===== config.mk =====
export PLATFORM = sky130hd
export DESIGN_NAME = sram_arb_init_2p
export DESIGN_NICKNAME = d
export VERILOG_FILES = /design/src/rtl/sram_arb_init_2p.sv
export SDC_FILE = /design/constraint.sdc
export NUM_CORES = 1
export LEC_CHECK = 0
export CAP_MARGIN = 10
export CORE_AREA = 3 3 129 131
export DETAILED_ROUTE_END_ITERATION = 8
export DIE_AREA = 0 0 132 134
export PLACE_DENSITY_LB_ADDON = 0.1
export SYNTH_ARGS = -nofsm -noshare
export SYNTH_HDL_FRONTEND = slang
export SYNTH_SLANG_ARGS = --single-unit

===== constraint.sdc =====
create_clock -name clk -period 2.25 [get_ports clk]
set_input_delay 0.3375 -clock clk [delete_from_list [all_inputs] [get_ports clk]]
set_output_delay 0.3375 -clock clk [all_outputs]
set_load 0.01 [all_outputs]

===== src/rtl/sram_arb_init_2p.sv =====
// sram_arb_init_2p: shares one single-port SRAM macro between two requesters.
// After reset the whole array is filled with INIT_VALUE. The block then
// arbitrates round-robin between port 0 and port 1. Accepted reads return
// on the issuing port one cycle later.
// Optional build macro SRAM_ARB_PERF_EN adds saturating per-port stall counters.
module sram_arb_init_2p #(
  parameter int unsigned     BITS       = 32,
  parameter int unsigned     WORD_DEPTH = 1024,
  parameter int unsigned     ADDR_WIDTH = 10,
  parameter logic [BITS-1:0] INIT_VALUE = '0
) (
  input  logic                  clk,
  input  logic                  reset,
  input  logic                  p0_req_valid,
  output logic                  p0_req_ready,
  input  logic [ADDR_WIDTH-1:0] p0_req_addr,
  input  logic                  p0_req_we,
  input  logic [BITS-1:0]       p0_req_wdata,
  input  logic [BITS-1:0]       p0_req_wmask,
  output logic                  p0_rsp_valid,
  output logic [BITS-1:0]       p0_rsp_rdata,
  input  logic                  p1_req_valid,
  output logic                  p1_req_ready,
  input  logic [ADDR_WIDTH-1:0] p1_req_addr,
  input  logic                  p1_req_we,
  input  logic [BITS-1:0]       p1_req_wdata,
  input  logic [BITS-1:0]       p1_req_wmask,
  output logic                  p1_rsp_valid,
  output logic [BITS-1:0]       p1_rsp_rdata,
  output logic                  init_done,
`ifdef SRAM_ARB_PERF_EN
  output logic [15:0]           p0_stall_cnt,
  output logic [15:0]           p1_stall_cnt,
`endif
  output logic                  sram_ce,
  output logic                  sram_we,
  output logic [ADDR_WIDTH-1:0] sram_addr,
  output logic [BITS-1:0]       sram_wd,
  output logic [BITS-1:0]       sram_wmask,
  input  logic [BITS-1:0]       sram_rd
);

  typedef enum logic {ST_INIT, ST_RUN} state_t;

  localparam logic [ADDR_WIDTH-1:0] LAST_ADDR = ADDR_WIDTH'(WORD_DEPTH - 1);

  state_t                state_q, state_d;
  logic [ADDR_WIDTH-1:0] cnt_q, cnt_d;
  logic                  last_q, last_d;      // 0 = port 0 granted last, 1 = port 1
  logic                  rd_pend_q, rd_pend_d;
  logic                  rd_port_q, rd_port_d;
  logic [BITS-1:0]       rdata0_q, rdata1_q;
  logic                  gnt0, gnt1;

  // Next-state, grant and SRAM drive; everything is held at zero while reset is high
  always_comb begin
    state_d    = state_q;
    cnt_d      = cnt_q;
    last_d     = last_q;
    rd_pend_d  = 1'b0;
    rd_port_d  = rd_port_q;
    gnt0       = 1'b0;
    gnt1       = 1'b0;
    sram_ce    = 1'b0;
    sram_we    = 1'b0;
    sram_addr  = '0;
    sram_wd    = '0;
    sram_wmask = '0;
    if (!reset) begin
      unique case (state_q)
        ST_INIT: begin
          sram_ce    = 1'b1;
          sram_we    = 1'b1;
          sram_wmask = '1;
          sram_wd    = INIT_VALUE;
          sram_addr  = cnt_q;
          cnt_d      = cnt_q + 1'b1;
          if (cnt_q == LAST_ADDR) state_d = ST_RUN;
        end
        ST_RUN: begin
          gnt0 = p0_req_valid && (!p1_req_valid || last_q);
          gnt1 = p1_req_valid && (!p0_req_valid || !last_q);
          if (gnt0) begin
            sram_ce    = 1'b1;
            sram_we    = p0_req_we;
            sram_addr  = p0_req_addr;
            sram_wd    = p0_req_wdata;
            sram_wmask = p0_req_we ? p0_req_wmask : '0;
            last_d     = 1'b0;
            rd_pend_d  = !p0_req_we;
            rd_port_d  = 1'b0;
          end else if (gnt1) begin
            sram_ce    = 1'b1;
            sram_we    = p1_req_we;
            sram_addr  = p1_req_addr;
            sram_wd    = p1_req_wdata;
            sram_wmask = p1_req_we ? p1_req_wmask : '0;
            last_d     = 1'b1;
            rd_pend_d  = !p1_req_we;
            rd_port_d  = 1'b1;
          end
        end
        default: state_d = ST_INIT;
      endcase
    end
  end

  assign p0_req_ready = gnt0;
  assign p1_req_ready = gnt1;
  assign init_done    = !reset && (state_q == ST_RUN);
  assign p0_rsp_valid = !reset && rd_pend_q && !rd_port_q;
  assign p1_rsp_valid = !reset && rd_pend_q && rd_port_q;
  assign p0_rsp_rdata = p0_rsp_valid ? sram_rd : rdata0_q;
  assign p1_rsp_rdata = p1_rsp_valid ? sram_rd : rdata1_q;

  // State, init counter, round-robin pointer, read tracking and held read data
  always_ff @(posedge clk) begin
    if (reset) begin
      state_q   <= ST_INIT;
      cnt_q     <= '0;
      last_q    <= 1'b1;
      rd_pend_q <= 1'b0;
      rd_port_q <= 1'b0;
      rdata0_q  <= '0;
      rdata1_q  <= '0;
    end else begin
      state_q   <= state_d;
      cnt_q     <= cnt_d;
      last_q    <= last_d;
      rd_pend_q <= rd_pend_d;
      rd_port_q <= rd_port_d;
      if (p0_rsp_valid) rdata0_q <= sram_rd;
      if (p1_rsp_valid) rdata1_q <= sram_rd;
    end
  end

`ifdef SRAM_ARB_PERF_EN
  // Saturating counts of RUN cycles where a port is valid but not granted
  always_ff @(posedge clk) begin
    if (reset) begin
      p0_stall_cnt <= '0;
      p1_stall_cnt <= '0;
    end else if (state_q == ST_RUN) begin
      if (p0_req_valid && !gnt0 && (p0_stall_cnt != '1)) p0_stall_cnt <= p0_stall_cnt + 16'd1;
      if (p1_req_valid && !gnt1 && (p1_stall_cnt != '1)) p1_stall_cnt <= p1_stall_cnt + 16'd1;
    end
  end
`endif

endmodule

==> reports/results.txt, run 1 <==
layout cells sized above 1: 0.207
Slew Viols, Final: 0
crit end category: output port
Worst Setup SP: last_q
Mapped Area: 4280 µm²
largest net degree at the start of global routing: 73
Area growth, synth to finish: 94.5%
die boundary height: 134 µm
CTS Root Cell: clkbuf_16
vias in the first global route: 4892
setup_tns: 0 ns
startpoint types: flop
Hold Path Class: in2reg
die width: 132 µm
Synth Net Count: 583
Worst VDD drop: 0.289 mV
ys async rst share: 0
clk_lat worst skew: 0.33 ns
reg2reg path depth: 5
RSZ-0062 raised after global routing: true
Hold Vio Cnt, Final: 0
GRT met2 Usage: 0.381
post-synth cell types: 46
largest fanout on the critical path: 18
initial antenna violation count: 3
Power Total: 3.47 mW
sequential fraction of the synthesis area: 0.365
Max Root-Sink Buffers: 2
clk_skew: 0.00706 ns
Clock transition at path regs: 0.06 ns
# setup viols final: 0
final period utilization: 0.982
final core utilization: 0.530
core area: 15700 µm²
measured slew at the worst slew-check pin: 0.687 ns
CP peak stage delay: 0.36 ns
Slowest-stage cell, CP: dfxtp_2
Warnings, synthesis: 0
initial core utilization: 0.272
grt ovf: 0
Iter 0 DRT Violations: 149
die area: 17700 µm²
post-DP HPWL: 14.6 mm
GRT busiest layer: met2
Crit Path Class: reg2out
worst r2r src: state_q
met3 Use GR: 0.0645
CTS Buf Count: 9
flop-to-flop setup slack: 0.68 ns
I/O Buffers: 330
most frequent cell after synthesis: dfxtp_1
Mapped Cells: 396
pwr/cell area: 416 nW/µm²
crit path capture: sram_addr[8]
leading area contributor after synthesis: dfxtp_1
GPL Wtd Cong: 0.849
Area after DPL: 7930 µm²
Rel. slew slack: 0.542
DR vias: 4594
post-synth top area share: 0.365
drt drc: 0
vias per std cell: 4.73
CTS Hold Bufs: 0
most frequent cells after synthesis: dfxtp_1 (78), a221o_1 (39), nor2b_1 (37)
clock sinks: 78
EDFF count, synth: 0
syn_area_per_cell: 10.8 µm²
r2r endpoint: cnt_q[6]
Design Area, Final: 8320 µm²
num rows: 46
drt pass-1 iters: 4
H-tree lvl count: 3
outcome: completed
met1 Track Usage GR: 0.215
cell breakdown of the critical path: a21bo_2 > nor3_4 > buf_4 > buf_16 > a221o_1 > dlygate4sd2_1
top_reg_cell synth: dfxtp_1
critical path required time: 1.91 ns
CTS tree: done
Max Cap Viol: 0
first-pass GRT wire length: 28.3 mm
Worst Path Arrival: 1.87 ns
GRT Total Usage: 0.205
Synth area leaders: dfxtp_1 (36%), mux2_4 (10%), a221o_1 (9.1%), a22o_1 (6.8%), nor2b_1 (5.4%)
clock period minus worst slack: 2.21 ns
fmax: 0.453 GHz
Total Routed Length: 18.8 mm
I/O Pins: 331
post-DR wirelength/cell: 19.4 µm
remaining antenna violation count after routing: 0
P_leak: 4.05 nW
#FFs+latches synth: 78
Final nets: 936
## layer usage
metal	share of wire	vias to the layer above	wire (µm)
met3	0.074	34	1390
met5	0.00069	-	13
met2	0.53	206	9950
met1	0.37	2153	6900
li1	-	2199	-
met4	0.030	2	563
## layout by cell type, fill, tap and decap left out, drive strengths merged, types with 3 or more instances in the layout
master and count:
a31oi 3, clkdlybuf4s50 185, nor2 9, nor3 4, buf 61, clkbuf 19
dlymetal6s2s 6, xor2 3, a21oi 6, and3 6, a22o 33, nand4 5
dlygate4sd2 95, nand2 4, clkdlybuf4s15 19, nor2b 37, clkinvlp 3, a221o 39
and2b 30, or3 3, mux2 65, dfxtp 78, inv 11, nand3 3
## through the flow
step	instances	worst slack (ns)	hold slack [ns]
final	972	0.0407	0.420
after global routing	971	-0.0281	0.423
after CTS	970	-0.0499	0.403
after detailed placement	933	-0.426	0.500
after global placement	933	-0.418	0.477
after floorplan	396	0.539	0.458
## what timing repair did
item,4_1_cts,5_1_grt
gates resized for setup,212,39
setup buffers,17,0
cloned,5,1
endpoints found under the hold margin,0,0
pin swaps,3,1
endpoints found under the setup margin,137,43
## cell type report
type	instances	area, µm²
Antenna cell	2	5.00
Multi-Input combinational cell	274	2490
Fill cell	1421	7390
Clock buffer	9	225
Inverter	8	30.0
Tap cell	216	270
Clock inverter	7	81.3
Sequential cell	78	1570
Timing Repair Buffer	378	3650
## logic make-up after synthesis
family / count (synthesis) / share of synthesized area
xor+xnor: 4 / 0.00819
mux: 66 / 0.199
simple gates: 111 / 0.178
compound gates: 92 / 0.190
flops: 78 / 0.365
fa+ha+maj: 1 / 0.00292
buf+inv: 44 / 0.0573
## worst max-delay path, delay by kind of cell (launching register included)
kind                   cells  cell delay [ns]
AOI/OAI and AO/OA          2             0.54
buffers and inverters      3             0.59
DFF                        1             0.36
and+or+nand+nor            1             0.06
## flip-flops by register name, summed over array words and instances (netlist names)
name       flops
rd_pend_q      1
rdata1_q      32
state_q        1
rdata0_q      32
rd_port_q      1
cnt_q         10
last_q         1
## where the power goes
group	internal, mW	leakage (nW)	total, mW	switching, mW
combinational	0.404	3.28	0.600	0.197
sequential	1.38	0.629	1.39	0.00732
clock	0.874	0.141	1.47	0.600
## worst min path at each step
| stage | cells past startpoint | endpoint | slack (ns) | from |
|---|---|---|---|---|
| 6_report | 3 | rdata1_q[18] | 0.42 | reset |
| 5_1_grt | 3 | rdata1_q[18] | 0.42 | reset |
| 4_1_cts | 3 | rdata1_q[18] | 0.40 | reset |
| 3_5_place_dp | 2 | cnt_q[7] | 0.50 | cnt_q[7] |
| 3_3_place_gp | 2 | cnt_q[8] | 0.48 | cnt_q[8] |
| 2_1_floorplan | 2 | cnt_q[8] | 0.46 | cnt_q[8] |
Note: power is estimated with default switching activity, not from simulation.
==> inputs of run 2 (changes only) <==
Settings changed: CORE_AREA 3 3 129 131 to not set, CORE_ASPECT_RATIO set to 1.1, CORE_MARGIN set to 3, CORE_UTILIZATION set to 26, DIE_AREA 0 0 132 134 to not set.
==> run 2 against run 1 <==
  * Highest routed layer unchanged
  * Combinational power about the same
  * Largest power group is now registers
  * Global-route usage increased by 1.0 points
  * Clock power decreased by 5%
  * Critical path depth increased by 1
==> reports/results.txt, run 2 (synthesis results as in run 1) <==
outcome: completed
startpoint types: flop
CTS Hold Bufs: 0
largest registers: rdata0_q: 32 flops, rdata1_q: 32 flops, cnt_q: 10 flops
Worst VDD drop: 0.350 mV
drt drc: 0
num rows: 48
CTS tree: done
Max Cap Viol: 0
Slew Viols, Final: 0
largest fanout on the critical path: 11
Clock transition at path regs: 0.06 ns
Hold Vio Cnt, Final: 0
setup_tns: 0 ns
clock period minus worst slack: 2.21 ns
crit end category: output port
Worst Path Arrival: 1.87 ns
grt ovf: 0
RSZ-0062 raised after global routing: true
core area: 15900 µm²
die area: 18000 µm²
CP peak stage delay: 0.36 ns
vias in the first global route: 4849
post-DR wirelength/cell: 20.8 µm
P_leak: 4.10 nW
GRT Total Usage: 0.215
fmax: 0.453 GHz
Slowest-stage cell, CP: dfxtp_4
dpl cells: 921
FF+latch area: 1570 µm²
GPL Wtd Cong: 0.855
most frequent cells in the layout: clkdlybuf4s50_1 (189), dfxtp_1 (74), dlygate4sd2_1 (68)
H-tree lvl count: 3
Max Root-Sink Buffers: 2
Power Total: 3.38 mW
Total Routed Length: 20.2 mm
CTS Root Cell: clkbuf_16
clock sinks: 78
largest net degree at the start of global routing: 53
Final nets: 949
vias per std cell: 4.86
Rel. slew slack: 0.669
first-pass GRT wire length: 29.2 mm
pwr/cell area: 403 nW/µm²
drt pass-1 iters: 4
worst hold margin: 0.464 ns
initial core utilization: 0.269
layout cells sized above 1: 0.250
final non-filler cell total: 968
final core utilization: 0.528
critical path required time: 1.91 ns
commonest non-fill, non-tap cell in the layout: clkdlybuf4s50_1
Area growth, synth to finish: 96.3%
Iter 0 DRT Violations: 140
Fillers: 1490
I/O Buffers: 330
CTS Buf Count: 9
final period utilization: 0.982
clk_skew: 0.00376 ns
Hold Path Class: in2reg
remaining antenna violation count after routing: 0
clk_lat worst skew: 0.33 ns
I/O Pins: 331
Crit Path Class: reg2out
cell breakdown of the critical path: a21bo_4 > nor3_4 > buf_4 > buf_6 > buf_16 > a221o_1 > dlygate4sd2_1
post-DP HPWL: 15.8 mm
die boundary height: 141 µm
die width: 128 µm
# setup viols final: 0
area of the multi-input gates: 2500 µm²
DR vias: 4706
initial antenna violation count: 4
measured slew at the worst slew-check pin: 0.497 ns
==> run 2: cell types whose count changed in the layout (fill, tap and decap cells not counted), moves of 3 or more <==
cell	delta
clkinvlp_4	-3
clkbuf_2	+16
dlymetal6s2s_1	+5
clkinv_2	+4
dlygate4sd2_1	-27
buf_4	+6
clkdlybuf4s15_1	-6
buf_2	+10
buf_16	+4
clkdlybuf4s50_1	+4
==> run 2: worst paths after layout <==
kind | from | end | slack, ns | depth (start not counted)
max | last_q | sram_addr[8] | 0.04 | 7
min | reset | rd_port_q | 0.46 | 3
max reg2reg | rd_pend_q | rdata0_q[4] | 0.69 | 6
min reg2reg | cnt_q[8] | cnt_q[8] | 0.50 | 2
==> run 2: final cells by class <==
type | count | share of cell area
well taps | 200 | 0.0298
flip-flops and latches | 78 | 0.187
clock inverters | 5 | 0.00596
clock buffers | 11 | 0.0277
repair buffers | 391 | 0.448
diodes | 1 | 0.000298
multi-input cells | 274 | 0.298
inverters | 8 | 0.00357
==> run 2: repair_timing <==
| action | in CTS | in global routing |
|---|---|---|
| cloned | 8 | 1 |
| endpoints found under the setup margin | 138 | 74 |
| buffers inserted | 15 | 6 |
| hold endpoints to repair | 0 | 0 |
| pin swaps | 4 | 8 |
| resized for setup | 231 | 77 |
==> run 2: per-layer routing <==
metal  up-vias  global-route usage  wire length (µm)
li1       2223                   -                 -
met1      2231               0.231              7650
met2       213               0.386             10200
met3        33              0.0748              1720
met4         6              0.0754               518
met5         -                   0                44
==> run 2: worst max-delay path: cells and delay by family, from the launching register on <==
family,cells,cell delay [ns]
simple gates,1,0.04
buf+inv,4,0.67
flops,1,0.36
compound gates,2,0.46
==> run 2: report_power, final <==
| group | internal (mW) | switching (mW) | total [mW] |
|---|---|---|---|
| logic | 0.398 | 0.204 | 0.602 |
| registers | 1.38 | 0.00702 | 1.39 |
| clock network | 0.851 | 0.538 | 1.39 |
| total | 2.63 | 0.749 | 3.38 |
==> run 2: through the flow <==
| stage | setup WS, ns | instance area, µm² |
|---|---|---|
| after CTS | -0.0256 | 8460 |
| after floorplan | 0.539 | 4280 |
| after global placement | -0.334 | 7930 |
| after global routing | -0.0293 | 8400 |
| after detailed placement | -0.359 | 7930 |
| final | 0.0408 | 8400 |
==> inputs of run 3 (changes only) <==
Settings changed: CORE_AREA set to 3 3 129 131, CORE_ASPECT_RATIO 1.1 to not set, CORE_MARGIN 3 to not set, CORE_UTILIZATION 26 to not set, DIE_AREA set to 0 0 132 134.
==> results of run 3 <==
Final layout, timing and power as in run 1 (identical DEF).
